$ cat config.mk
export PLATFORM = sky130hd
export DESIGN_NAME = vend_brew_scheduler
export DESIGN_NICKNAME = d
export VERILOG_FILES = /design/src/rtl/vend_pkg.sv /design/src/rtl/vend_order_queue.sv /design/src/rtl/vend_brew_scheduler.sv
export SDC_FILE = /design/constraint.sdc
export NUM_CORES = 1
export LEC_CHECK = 0
export BUFFER_PORTS_ARGS = -buffer_cell sky130_fd_sc_hd__buf_2
export CAP_MARGIN = 20
export CORE_UTILIZATION = 60
export CTS_BUF_LIST = sky130_fd_sc_hd__clkbuf_4 sky130_fd_sc_hd__clkbuf_8
export DETAILED_ROUTE_END_ITERATION = 6
export PLACE_DENSITY_LB_ADDON = 0.08
export SLEW_MARGIN = 20
export SYNTH_ARGS = -nofsm -noshare
export SYNTH_HDL_FRONTEND = slang
export SYNTH_SLANG_ARGS = --single-unit
$ cat constraint.sdc
create_clock -name clk -period 3.2 [get_ports clk]
set_input_delay 0.32 -clock clk [delete_from_list [all_inputs] [get_ports clk]]
set_output_delay 0.32 -clock clk [all_outputs]
set_load 0.005 [all_outputs]
$ cat src/rtl/vend_pkg.sv
// Shared definitions for the two-station brew scheduler: FSM encoding,
// station indices and the width of the per-station pending counters.
package vend_pkg;

    typedef enum logic [2:0] {
        IDLE  = 3'd0,
        START = 3'd1,
        BREW  = 3'd2,
        GAP   = 3'd3,
        FAULT = 3'd4
    } state_t;

    localparam logic ST0 = 1'b0;
    localparam logic ST1 = 1'b1;

    // Counters stay 3 bits wide for every legal queue depth (1..7).
    function automatic int pend_width(input int max_pending);
        return (max_pending <= 7) ? 3 : $clog2(max_pending + 1);
    endfunction

    localparam int PEND_W = pend_width(7);

endpackage

$ cat src/rtl/vend_order_queue.sv
// Saturating count of paid-but-unserved orders for one station, with a
// registered one-cycle drop pulse when an order arrives to a full queue.
module vend_order_queue
    import vend_pkg::*;
#(
    parameter int MAX_PENDING = 3
) (
    input  logic              clk,
    input  logic              reset,
    input  logic              inc,
    input  logic              dec,
    output logic [PEND_W-1:0] count,
    output logic              drop
);

    localparam logic [PEND_W-1:0] MAX_CNT = PEND_W'(MAX_PENDING);

    always_ff @(posedge clk) begin
        if (reset) begin
            count <= '0;
            drop  <= 1'b0;
        end else begin
            drop <= 1'b0;
            if (inc && !dec) begin
                // A grant in the same cycle frees a slot, so only refuse when none is leaving.
                if (count == MAX_CNT) begin
                    drop <= 1'b1;
                end else begin
                    count <= count + PEND_W'(1);
                end
            end else if (dec && !inc) begin
                if (count != '0) begin
                    count <= count - PEND_W'(1);
                end
            end
        end
    end

endmodule

$ cat src/rtl/vend_brew_scheduler.sv
// Shares one brewer between two vending stations: per-station order queues,
// round-robin grant, start/done handshake, post-brew gap and brew watchdog.
module vend_brew_scheduler
    import vend_pkg::*;
#(
    parameter int MAX_PENDING  = 3,
    parameter int BREW_TIMEOUT = 16,
    parameter int GAP_CYCLES   = 2
) (
    input  logic              clk,
    input  logic              reset,
    input  logic [1:0]        req,
    input  logic              brew_done,
    output logic              brew_start,
    output logic              brew_sel,
    output logic              busy,
    output logic [1:0]        cup_ready,
    output logic [1:0]        drop,
    output logic              fault,
    output logic [PEND_W-1:0] pending0,
    output logic [PEND_W-1:0] pending1
);

    localparam int TW = $clog2(BREW_TIMEOUT + 1);
    localparam int GW = (GAP_CYCLES > 1) ? $clog2(GAP_CYCLES) : 1;
    localparam logic [TW-1:0] TIMER_LAST = TW'(BREW_TIMEOUT - 1);
    localparam logic [GW-1:0] GAP_LOAD   = GW'(GAP_CYCLES - 1);

    state_t        state, state_next;
    logic          last_served;
    logic [TW-1:0] timer;
    logic [GW-1:0] gap_cnt;
    logic          grant;
    logic          grant_fire;
    logic          dec0, dec1;
    logic          drop0, drop1;

    vend_order_queue #(.MAX_PENDING(MAX_PENDING)) u_queue0 (
        .clk   (clk),
        .reset (reset),
        .inc   (req[0]),
        .dec   (dec0),
        .count (pending0),
        .drop  (drop0)
    );

    vend_order_queue #(.MAX_PENDING(MAX_PENDING)) u_queue1 (
        .clk   (clk),
        .reset (reset),
        .inc   (req[1]),
        .dec   (dec1),
        .count (pending1),
        .drop  (drop1)
    );

    assign drop = {drop1, drop0};

    // Arbiter looks only at registered counts, so a same-cycle req waits a cycle.
    always_comb begin
        grant = ST0;
        if (pending0 != '0 && pending1 != '0) begin
            grant = ~last_served;
        end else if (pending1 != '0) begin
            grant = ST1;
        end
        grant_fire = (state == IDLE) && (pending0 != '0 || pending1 != '0);
        dec0 = grant_fire && (grant == ST0);
        dec1 = grant_fire && (grant == ST1);
    end

    always_ff @(posedge clk) begin
        if (reset) begin
            state <= IDLE;
        end else begin
            state <= state_next;
        end
    end

    always_comb begin
        state_next = state;
        unique case (state)
            IDLE:  if (grant_fire) state_next = START;
            START: state_next = BREW;
            BREW: begin
                if (brew_done) begin
                    state_next = GAP;
                end else if (timer == TIMER_LAST) begin
                    state_next = FAULT;
                end
            end
            GAP:   if (gap_cnt == '0) state_next = IDLE;
            FAULT: state_next = FAULT;
            default: state_next = IDLE;
        endcase
    end

    assign brew_start = (state == START);
    assign busy       = (state != IDLE);
    assign fault      = (state == FAULT);

    always_ff @(posedge clk) begin
        if (reset) begin
            brew_sel    <= ST0;
            last_served <= ST1;
            timer       <= '0;
            gap_cnt     <= '0;
            cup_ready   <= 2'b00;
        end else begin
            cup_ready <= 2'b00;
            if (grant_fire) begin
                brew_sel    <= grant;
                last_served <= grant;
            end
            case (state)
                START: timer <= '0;
                BREW: begin
                    timer <= timer + TW'(1);
                    if (brew_done) begin
                        cup_ready <= (brew_sel == ST1) ? 2'b10 : 2'b01;
                        gap_cnt   <= GAP_LOAD;
                    end
                end
                GAP: if (gap_cnt != '0) gap_cnt <= gap_cnt - GW'(1);
                default: ;
            endcase
        end
    end

endmodule
==> results of run 1 <==
## routing by layer
layer,global-route usage (%),part of all wire (%),up-vias
li1,-,-,498
met5,0,0,-
met4,7.273,0.87,0
met1,24.94,47,426
met2,34.00,49,16
met3,3.571,2.7,2
## layout make-up
| type | instances | area, um^2 |
|---|---|---|
| Clock buffer | 4 | 30.03 |
| Tap cell | 25 | 31.28 |
| Timing Repair Buffer | 18 | 90.09 |
| Inverter | 5 | 18.77 |
| Fill cell | 161 | 509.2 |
| Sequential cell | 21 | 420.4 |
| Multi-Input combinational cell | 102 | 664.4 |
## cell usage in the layout (no fill, tap or decap)
cell type / instances
dfxtp_1: 21
buf_2: 18
nand2_1: 12
nor2_1: 11
nor3_1: 9
nor2b_1: 9
a21oi_1: 8
nand2b_1: 6
inv_1: 5
o21ai_0: 5
mux2i_1: 5
ha_1: 4
clkbuf_4: 4
and3_1: 3
nor3b_1: 2
and2_1: 2
a211o_1: 2
xor2_1: 2
a31oi_1: 2
nand3b_1: 2
mux2_4: 2
a22oi_1: 2
nand3_1: 2
mux2_2: 2
or3_4: 1
nor3_2: 1
o211ai_1: 1
o21bai_1: 1
o21a_1: 1
o22a_1: 1
a22o_1: 1
o31ai_1: 1
a211oi_1: 1
mux2_1: 1
## through the flow
step,hold slack (ns),area (um^2),util [%]
6_report,0.2937,1255,71.13
5_1_grt,0.2892,1255,71.13
4_1_cts,0.2907,1255,71.13
3_5_place_dp,0.4561,1225,69.43
3_3_place_gp,0.4469,1225,69.43
2_1_floorplan,0.4401,1142,-
## worst paths after layout
path | from | endpoint | slack, ns | cells after the start
min | brew_done | cup_ready[1] | 0.29 | 3
min reg2reg | brew_sel | cup_ready[1] | 0.47 | 2
max reg2reg | state[0] | u_queue1.count[2] | 0.88 | 9
max | state[0] | u_queue1.count[2] | 0.88 | 9
## power groups by stage
stage | sequential, mW | combinational (mW) | clock (mW)
final | 0.440 | 0.472 | 0.135
after global routing | 0.455 | 0.529 | 0.148
after global placement | 0.438 | 0.470 | 0
after CTS | 0.439 | 0.478 | 0.138
after detailed placement | 0.444 | 0.475 | 0
after floorplan | 0.400 | 0.404 | 0
## flip-flops by register name, indices dropped and copies added (netlist names)
name,cells
last_served,1
gap_cnt,1
cup_ready,2
timer,5
state,3
brew_sel,1
u_queue1.drop,1
u_queue1.count,3
u_queue0.count,3
u_queue0.drop,1
## worst register-to-register path, stage by stage (launching register included)
cell and delay, ns:
dfxtp_1 0.49, nor3_2 0.28, inv_1 0.12, a211o_1 0.31
nand2_1 0.12, xor2_1 0.07, ha_1 0.19, and3_1 0.16
mux2i_1 0.15, mux2_1 0.32
## logic make-up (layout without fill, tap and decap cells)
group / count (synthesis) / in the layout / synth area share (%)
flops: 21 / 21 / 36.80
fa+ha+maj: 4 / 4 / 4.381
buf+inv: 13 / 27 / 5.038
simple gates: 60 / 60 / 27.82
mux: 10 / 10 / 9.967
compound gates: 26 / 26 / 14.46
xor+xnor: 2 / 2 / 1.534
==> out/metrics.csv, run 1 <==
metric,value,unit
outcome,"finished, final reports clean",
synth-edff-count,0,
grt_usage,20.00,%
p_total,1.047,mW
post-synth-top-count-cell,dfxtp_1,
period_needed,2.322,ns
cp.required,3.39,ns
finalMaxSlewViolations,0,
layout.cells.non_filler,175,
ys_ff_latch,21,
drt_iter0_drc,9,
cts_setup_buffers,0,
synth_cells,136,
first_pass_iters,4,
ys_types,36,
synthTopCellsByArea,"dfxtp_1, nor2b_1, ha_1",
htreeDepth,1,
path_class,reg -> reg,
power.density,834.0,mW/mm^2
crit_path_cell_trace,"nor3_2, inv_1, a211o_1, nand2_1, xor2_1, ha_1, and3_1, mux2i_1, mux2_1",
hold_buffers,0,
cts_inserted_buffers,3,
drc_errors,0,
clk_pin_slew,0.11,ns
synth_top_cell_area_share,36.80,%
wl_per_cell,11.17,um
clockBufferDepth,2,
dieWidth,45.64,um
timing.final.crit_share,72.58,%
p_leak,0.5677,nW
drive_gt1_share,18.67,%
hpwl,1409,um
ctsResizeCount,0,
syn_area,0.001142,mm^2
fmax,0.4306,GHz
wirelength,1955,um
fin_nets,160,
path_buf_inv,1,
netlist_top_cells_count,"dfxtp_1, nand2_1, nor2_1",
initial_core_util,64.75,%
switching_power,405.4,uW
power_frac_seq,42.0,%
pre_cts_ws,0.8874,ns
yosys.area.top_type,dfxtp_1,
tightest_slew,0.5458,ns
synth_fp_nets,145,
fin_skew,0.005531,ns
crit_arrival,2.51,ns
fin_ws,0.8776,ns
ys.flop_type,dfxtp_1,
tns,0,ns
synth_seq_area_share,36.80,%
placement_rows,15,
async_reset_ff_share,0,%
gp_congestion,0.7916,
area_growth,9.857,%
dieHeight,45.64,um
crit_path_end_kind,register,
ioPinCount,19,
setup_viol,0,
cts_tree,done,
intPower,641.2,uW
worst_setup_path_start_kind,register,
clock_sinks,21,
yosys_warnings,0,
io_buffers,18,
comb_power_share,45.1,%
cap_violations,0,
grt_pass1_vias,760,
cts-root-buf,clkbuf_4,
vias,942,
worst_path_largest_cell_delay,0.49,ns
crit_fanout,18,
grt_pass1_wl,3042,um
grt_max_degree,26,
rsz0062_at_grt,false,
grt.overflow.total,0,
antenna_found_initial,0,
vias_per_cell,5.383,
slew_headroom,63.56,%
pwr-share-clk,12.9,%
switching_share,38.73,%
antenna_left,0,
n_antenna_cell,0,
dieArea,0.002083,mm^2
syn_area_per_cell,8.400,um^2
clk_latency,0.29,ns
core,0.001764,mm^2
peakVddDrop,0.5473,mV
crit_slowest_cell,dfxtp_1,
path_delay_family,simple AND/OR/NAND/NOR gates,
hp-class,in -> reg,
hold_viol,0,
place_inst,171,
No activity file was read; power rests on OpenSTA's default activity.
==> inputs of run 2 (changes only) <==
--- a/config.mk
+++ b/config.mk
@@ -5,9 +5,10 @@
 export SDC_FILE = /design/constraint.sdc
 export NUM_CORES = 1
 export LEC_CHECK = 0
+export ABC_AREA = 1
 export BUFFER_PORTS_ARGS = -buffer_cell sky130_fd_sc_hd__buf_2
 export CAP_MARGIN = 20
-export CORE_UTILIZATION = 60
+export CORE_UTILIZATION = 56
 export CTS_BUF_LIST = sky130_fd_sc_hd__clkbuf_4 sky130_fd_sc_hd__clkbuf_8
 export DETAILED_ROUTE_END_ITERATION = 6
 export PLACE_DENSITY_LB_ADDON = 0.08
==> constraint.sdc (replaced) <==
create_clock -name clk -period 2.3 [get_ports clk]
set_input_delay 0.23 -clock clk [delete_from_list [all_inputs] [get_ports clk]]
set_output_delay 0.23 -clock clk [all_outputs]
set_load 0.005 [all_outputs]
==> run 2 against run 1 <==
Final cell count rose by 7.4%. Sequential share of layout area rose by 2.1 points. Global-route usage rose by 0.083 points. Clock-buffer cell count fell by 1. Worst hold slack got worse by 0.071 ns. Cell area fell by 5.9%. Sequential cell count did not move. Clock power rose by 30%. Combinational power rose by 62%. Clock skew rose by 0.014 ns. Non-clock buffer count did not move. Critical path type unchanged.
==> out/metrics.csv, run 2 <==
metric,value,unit,change
outcome,"finished, final reports clean",,unchanged
period_needed,1.878,ns,was 2.322 ns
clk_pin_slew,0.13,ns,was 0.11 ns
synthMuxAreaShare,0,%,was 9.967%
syn_area_per_cell,7.299,um^2,was 8.400 um^2
p_total,1.480,mW,was 1.047 mW
synthTopCellsByArea,"dfxtp_1, nand2_1, a21oi_1",,"was dfxtp_1, nor2b_1, ha_1"
clock_sinks,21,,unchanged
fin_nets,173,,was 160
dieArea,0.002054,mm^2,was 0.002083 mm^2
peakVddDrop,0.8546,mV,was 0.5473 mV
layout_common_cells,"nand2_1, dfxtp_1, buf_2",,"was dfxtp_1, buf_2, nand2_1"
timing.final.crit_share,81.66,%,was 72.58%
cap_violations,0,,unchanged
cts-root-buf,clkbuf_4,,unchanged
ys_types,26,,was 36
antenna_found_initial,0,,unchanged
yosys_warnings,0,,unchanged
slew_headroom,78.89,%,was 63.56%
ys.flop_type,dfxtp_1,,unchanged
synth_adder_area_share,4.762,%,was 4.381%
cts_inserted_buffers,3,,unchanged
comb_power_share,51.7,%,was 45.1%
grt-busiest-layer,met2,,unchanged
core,0.001745,mm^2,was 0.001764 mm^2
crit_arrival,2.10,ns,was 2.51 ns
pwr-share-clk,11.8,%,was 12.9%
hold_viol,0,,unchanged
vias,940,,was 942
ctsResizeCount,0,,unchanged
async_reset_ff_share,0,%,unchanged
grt.overflow.total,0,,unchanged
n_antenna_cell,0,,unchanged
placement_rows,15,,unchanged
wirelength,1876,um,was 1955 um
yosys.area.top_type,dfxtp_1,,unchanged
drive_gt1_share,19.63,%,was 18.67%
final_common_cell,nand2_1,,was dfxtp_1
grt_pass1_vias,778,,was 760
grt_usage,20.08,%,was 20.00%
synth-edff-count,0,,unchanged
synth_seq_area_share,40.00,%,was 36.80%
hp-class,in -> reg,,unchanged
switching_power,671.3,uW,was 405.4 uW
dieHeight,45.32,um,was 45.64 um
cts_setup_buffers,0,,unchanged
largest_reg_flops,5,,unchanged
synth_top_family_by_area,simple AND/OR/NAND/NOR gates,,unchanged
multi_input_area,536.8,um^2,was 664.4 um^2
power.density,1253,mW/mm^2,was 834.0 mW/mm^2
crit_fanout,5,,was 18
setup_viol,0,,unchanged
grt_pass1_wl,2980,um,was 3042 um
post-synth-top-count-cell,nand2_1,,was dfxtp_1
synth_top_cell_area_share,40.00,%,was 36.80%
yosys.area_share.simple,31.55,%,was 27.82%
synth_cells,144,,was 136
grt_max_degree,13,,was 26
fin_skew,0.01969,ns,was 0.005531 ns
regArea,420.4,um^2,unchanged
antenna_left,0,,unchanged
cp.required,2.52,ns,was 3.39 ns
switching_share,45.37,%,was 38.73%
io_buffers,18,,unchanged
synth_compound_area_share,13.10,%,was 14.46%
p_leak,0.5402,nW,was 0.5677 nW
power_frac_seq,36.5,%,was 42.0%
first_pass_iters,3,,was 4
gp_congestion,0.7887,,was 0.7916
synth_fp_nets,153,,was 145
crit_path_end_kind,register,,unchanged
grtUsageMet1,22.72,%,was 24.94%
wl_per_cell,9.979,um,was 11.17 um
clk_latency,0.31,ns,was 0.29 ns
largest_register,timer,,unchanged
vias_per_cell,5.000,,was 5.383
hpwl,1490,um,was 1409 um
syn_area,0.001051,mm^2,was 0.001142 mm^2
tightest_slew,0.3142,ns,was 0.5458 ns
synth_xor_area_share,1.667,%,was 1.533%
cts_tree,done,,unchanged
ys_ff_latch,21,,unchanged
intPower,808.3,uW,was 641.2 uW
use_met3,2.400,%,was 3.571%
drt_iter0_drc,9,,unchanged
ioPinCount,19,,unchanged
fmax,0.5324,GHz,was 0.4306 GHz
drc_errors,0,,unchanged
tns,0,ns,unchanged
nFillCells,161,,unchanged
hold_buffers,0,,unchanged
clockBufferDepth,2,,unchanged
dieWidth,45.32,um,was 45.64 um
initial_core_util,60.22,%,was 64.75%
htreeDepth,1,,unchanged
worst_setup_path_start_kind,register,,unchanged
finalMaxSlewViolations,0,,unchanged
netlist_top_cells_count,"nand2_1, dfxtp_1, inv_1",,"was dfxtp_1, nand2_1, nor2_1"
path_class,reg -> reg,,unchanged
rsz0062_at_grt,false,,unchanged
area_growth,12.38,%,was 9.857%
use_met2,36.23,%,was 34.00%
## run 2: per-layer routing
metal	wire [um]	vias up
li1	-	509
met1	896	417
met2	924	12
met3	41	2
met4	13	0
met5	0	-
## run 2: critical path, stage by stage (launching register included)
cell	delay (ns)
dfxtp_1	0.43
inv_1	0.10
nand2_1	0.07
nor2_1	0.04
nand2_1	0.14
nand3_1	0.15
nand2_1	0.15
xor2_1	0.17
ha_1	0.20
inv_1	0.05
nand3_1	0.07
nand2_1	0.06
a21oi_1	0.12
nor2_1	0.05
## run 2: final cells by class
| type | count | share of cell area, % |
|---|---|---|
| Timing Repair Buffer | 18 | 7.627 |
| Tap cell | 25 | 2.648 |
| Clock inverter | 1 | 0.4237 |
| Sequential cell | 21 | 35.59 |
| Multi-Input combinational cell | 100 | 45.45 |
| Inverter | 20 | 6.356 |
| Clock buffer | 3 | 1.907 |
## run 2: power by group through the flow
stage	combinational [mW]	sequential, mW	clock (mW)
floorplan	0.583	0.540	0
global placement	0.739	0.544	0
detailed placement	0.766	0.548	0
CTS	0.772	0.539	0.183
global route	0.884	0.554	0.198
finish	0.764	0.540	0.175
## run 2: final timing paths
kind | endpoint | cells past startpoint | start | slack (ns)
max | u_queue0.count[2] | 13 | u_queue0.count[1] | 0.42
min | timer[4] | 2 | reset | 0.22
max reg2reg | u_queue0.count[2] | 13 | u_queue0.count[1] | 0.42
min reg2reg | cup_ready[0] | 1 | brew_sel | 0.47
## run 2: through the flow
| step | utilization [%] | worst slack, ns | cell area (um^2) | instances | hold WS, ns |
|---|---|---|---|---|---|
| 6_report | 67.67 | 0.4218 | 1181 | 188 | 0.2226 |
| 5_1_grt | 67.67 | 0.2607 | 1181 | 188 | 0.2249 |
| 4_1_cts | 67.67 | 0.4155 | 1181 | 188 | 0.2185 |
| 3_5_place_dp | 66.09 | 0.4089 | 1154 | 184 | 0.4509 |
| 3_3_place_gp | 66.09 | 0.5179 | 1154 | 184 | 0.4386 |
| 2_1_floorplan | - | 0.6455 | 1051 | 144 | 0.4107 |
## run 2: cell families (layout without fill, tap and decap cells)
kind of cell             after synthesis  in the layout
AND/OR/NAND/NOR                       69             69
AO/OA/AOI/OAI                         25             25
buffers and inverters                 23             42
XOR/XNOR                               2              2
flip-flops                            21             21
adder cells (fa/ha/maj)                4              4
==> inputs of run 3 (changes only) <==
--- a/config.mk
+++ b/config.mk
@@ -8,7 +8,7 @@
 export ABC_AREA = 1
 export BUFFER_PORTS_ARGS = -buffer_cell sky130_fd_sc_hd__buf_2
 export CAP_MARGIN = 20
-export CORE_UTILIZATION = 56
+export CORE_UTILIZATION = 51
 export CTS_BUF_LIST = sky130_fd_sc_hd__clkbuf_4 sky130_fd_sc_hd__clkbuf_8
 export DETAILED_ROUTE_END_ITERATION = 6
 export PLACE_DENSITY_LB_ADDON = 0.08
==> constraint.sdc (replaced) <==
create_clock -name clk -period 1.7 [get_ports clk]
set_input_delay 0.17 -clock clk [delete_from_list [all_inputs] [get_ports clk]]
set_output_delay 0.17 -clock clk [all_outputs]
set_load 0.005 [all_outputs]
==> run 3 against run 2 <==
Clock power grew 42%. Highest routed layer unchanged. Critical endpoint unchanged. Largest cell class unchanged. Core utilization grew 1.7 points. Worst setup slack lost 0.41 ns. Non-clock buffer count grew 15.
==> out/metrics.csv, run 3 (synthesized netlist as in run 2, its figures left out) <==
metric,value,unit,change
outcome,"finished, final reports clean",,unchanged
clockBufferDepth,2,,unchanged
final_common_cell,nand2_1,,unchanged
largest_register,timer,,unchanged
hold_viol,0,,unchanged
first_pass_iters,4,,was 3
crit_path_end_kind,register,,unchanged
pre_cts_ws,-0.04318,ns,was 0.4089 ns
io_buffers,18,,unchanged
wl_per_cell,11.69,um,was 9.979 um
area_growth,28.21,%,was 12.38%
cap_violations,0,,unchanged
crit_arrival,1.91,ns,was 2.10 ns
timing.final.crit_share,99.39,%,was 81.66%
grt_usage,22.41,%,was 20.08%
grt_pass1_vias,861,,was 778
rsz0062_at_grt,true,,was false
vias,1053,,was 940
grt_pass1_wl,3422,um,was 2980 um
crit_slowest_cell,dfxtp_4,,was dfxtp_1
drc_errors,0,,unchanged
cpMostUsedCell,nand2_2,,was nand2_1
path_class,reg -> reg,,unchanged
placement_rows,16,,was 15
grt_max_degree,13,,unchanged
hp-class,in -> reg,,unchanged
fin_nets,188,,was 173
peakVddDrop,1.295,mV,was 0.8546 mV
antenna_left,0,,unchanged
fin_ws,0.01041,ns,was 0.4218 ns
p_leak,0.6204,nW,was 0.5402 nW
drive_gt1_share,37.64,%,was 19.63%
initial_core_util,54.12,%,was 60.22%
layout_common_cells,"nand2_1, buf_2, inv_1, nor2_1, buf_4",,"was nand2_1, dfxtp_1, buf_2"
power.density,1792,mW/mm^2,was 1253 mW/mm^2
clk_pin_slew,0.12,ns,was 0.13 ns
grt.overflow.total,0,,unchanged
cts_inserted_buffers,3,,unchanged
fin_util,69.39,%,was 67.67%
cts_tree,done,,unchanged
dieWidth,47.40,um,was 45.32 um
gp_congestion,0.8689,,was 0.7887
core,0.001942,mm^2,was 0.001745 mm^2
vias_per_cell,5.137,,was 5.000
slew_headroom,78.33,%,was 78.89%
cp.required,1.92,ns,was 2.52 ns
place_inst,198,,was 184
clock_sinks,21,,unchanged
period_needed,1.690,ns,was 1.878 ns
dieArea,0.002246,mm^2,was 0.002054 mm^2
drt_iter0_drc,22,,was 9
tightest_slew,0.3225,ns,was 0.3142 ns
worst_path_largest_cell_delay,0.38,ns,was 0.43 ns
ioPinCount,19,,unchanged
hpwl,1721,um,was 1490 um
dieHeight,47.40,um,was 45.32 um
crit_fanout,5,,unchanged
largest_reg_flops,5,,unchanged
cts-root-buf,clkbuf_4,,unchanged
htreeDepth,1,,unchanged
antenna_found_initial,0,,unchanged
wirelength,2396,um,was 1876 um
n_antenna_cell,0,,unchanged
fmax,0.5919,GHz,was 0.5324 GHz
finalMaxSlewViolations,0,,unchanged
clk_latency,0.31,ns,about the same
setup_viol,0,,unchanged
crit_path_cell_trace,"nor2_1, nand2_1, nand2_2, nand2_2, nand3_2, nand2_2, xor2_1, ha_2, inv_1, nand3_1, nand2_2, nand3_1, nand2_1, nor2_1",,"was inv_1, nand2_1, nor2_1, nand2_1, nand3_1, nand2_1, xor2_1, ha_1, inv_1, nand3_1, nand2_1, a21oi_1, nor2_1"
layout.cells.non_filler,205,,was 188
worst_setup_path_start_kind,register,,unchanged
fin_skew,0.002432,ns,was 0.01969 ns
hold_buffers,0,,unchanged
run 3: cell count changes in the layout (fill, tap and decap cells not counted), moves of 5 or more:
cell	delta
nand2_1	-5
dfxtp_2	+6
nand2_2	+5
buf_4	+15
dfxtp_1	-7
run 3: per-stage QoR:
| stage | hold WS, ns | setup TNS (ns) | power (mW) | area, um^2 |
|---|---|---|---|---|
| final | 0.1780 | 0 | 2.415 | 1348 |
| after detailed placement | 0.4524 | -0.05683 | 1.979 | 1246 |
| after global placement | 0.4397 | -0.01702 | 1.941 | 1246 |
| after global routing | 0.1735 | -0.1701 | 2.607 | 1348 |
| after floorplan | 0.3507 | 0 | 1.519 | 1051 |
| after CTS | 0.1746 | 0 | 2.286 | 1294 |
run 3: timing repair:
item	4_1_cts	5_1_grt
gates resized for setup	7	15
buffers inserted	0	3
endpoints found under the setup margin	2	3
pin swaps	0	5
run 3: path summary, 6_finish.rpt:
kind | start | slack, ns | cells after the start | to
setup / recovery | u_queue0.count[2] | 0.01 | 14 | u_queue0.count[2]
hold / removal | reset | 0.18 | 2 | brew_sel
setup reg to reg | u_queue0.count[2] | 0.01 | 14 | u_queue0.count[2]
hold reg to reg | timer[3] | 0.48 | 2 | timer[3]
run 3: layout make-up:
class,instances,area [um^2]
multi-input combinational,100,576.8
fill,175,594.3
sequential,21,431.7
clock buffer,3,22.52
inverter,20,75.07
clock inverter,1,5.005
tap,27,33.78
timing repair buffer,33,202.7
run 3: report_power, final:
group          switching [mW]  internal (mW)
clock network           0.160         0.0880
registers               0.101          0.623
logic                   0.803          0.641
run 3: worst max-delay path, delay by kind of cell (launching register included):
family | cells | cell delay [ns]
AND/OR/NAND/NOR | 11 | 0.82
adder cells (fa/ha/maj) | 1 | 0.18
flip-flops | 1 | 0.38
buffers and inverters | 1 | 0.05
XOR/XNOR | 1 | 0.16
run 3: routing by layer:
metal | vias to the layer above | GRT usage (%) | share of wire [%]
met5 | - | 0 | 0
met4 | 0 | 14.86 | 1.8
met3 | 5 | 5.000 | 3.7
met2 | 25 | 34.52 | 48
met1 | 487 | 27.78 | 47
li1 | 536 | - | -
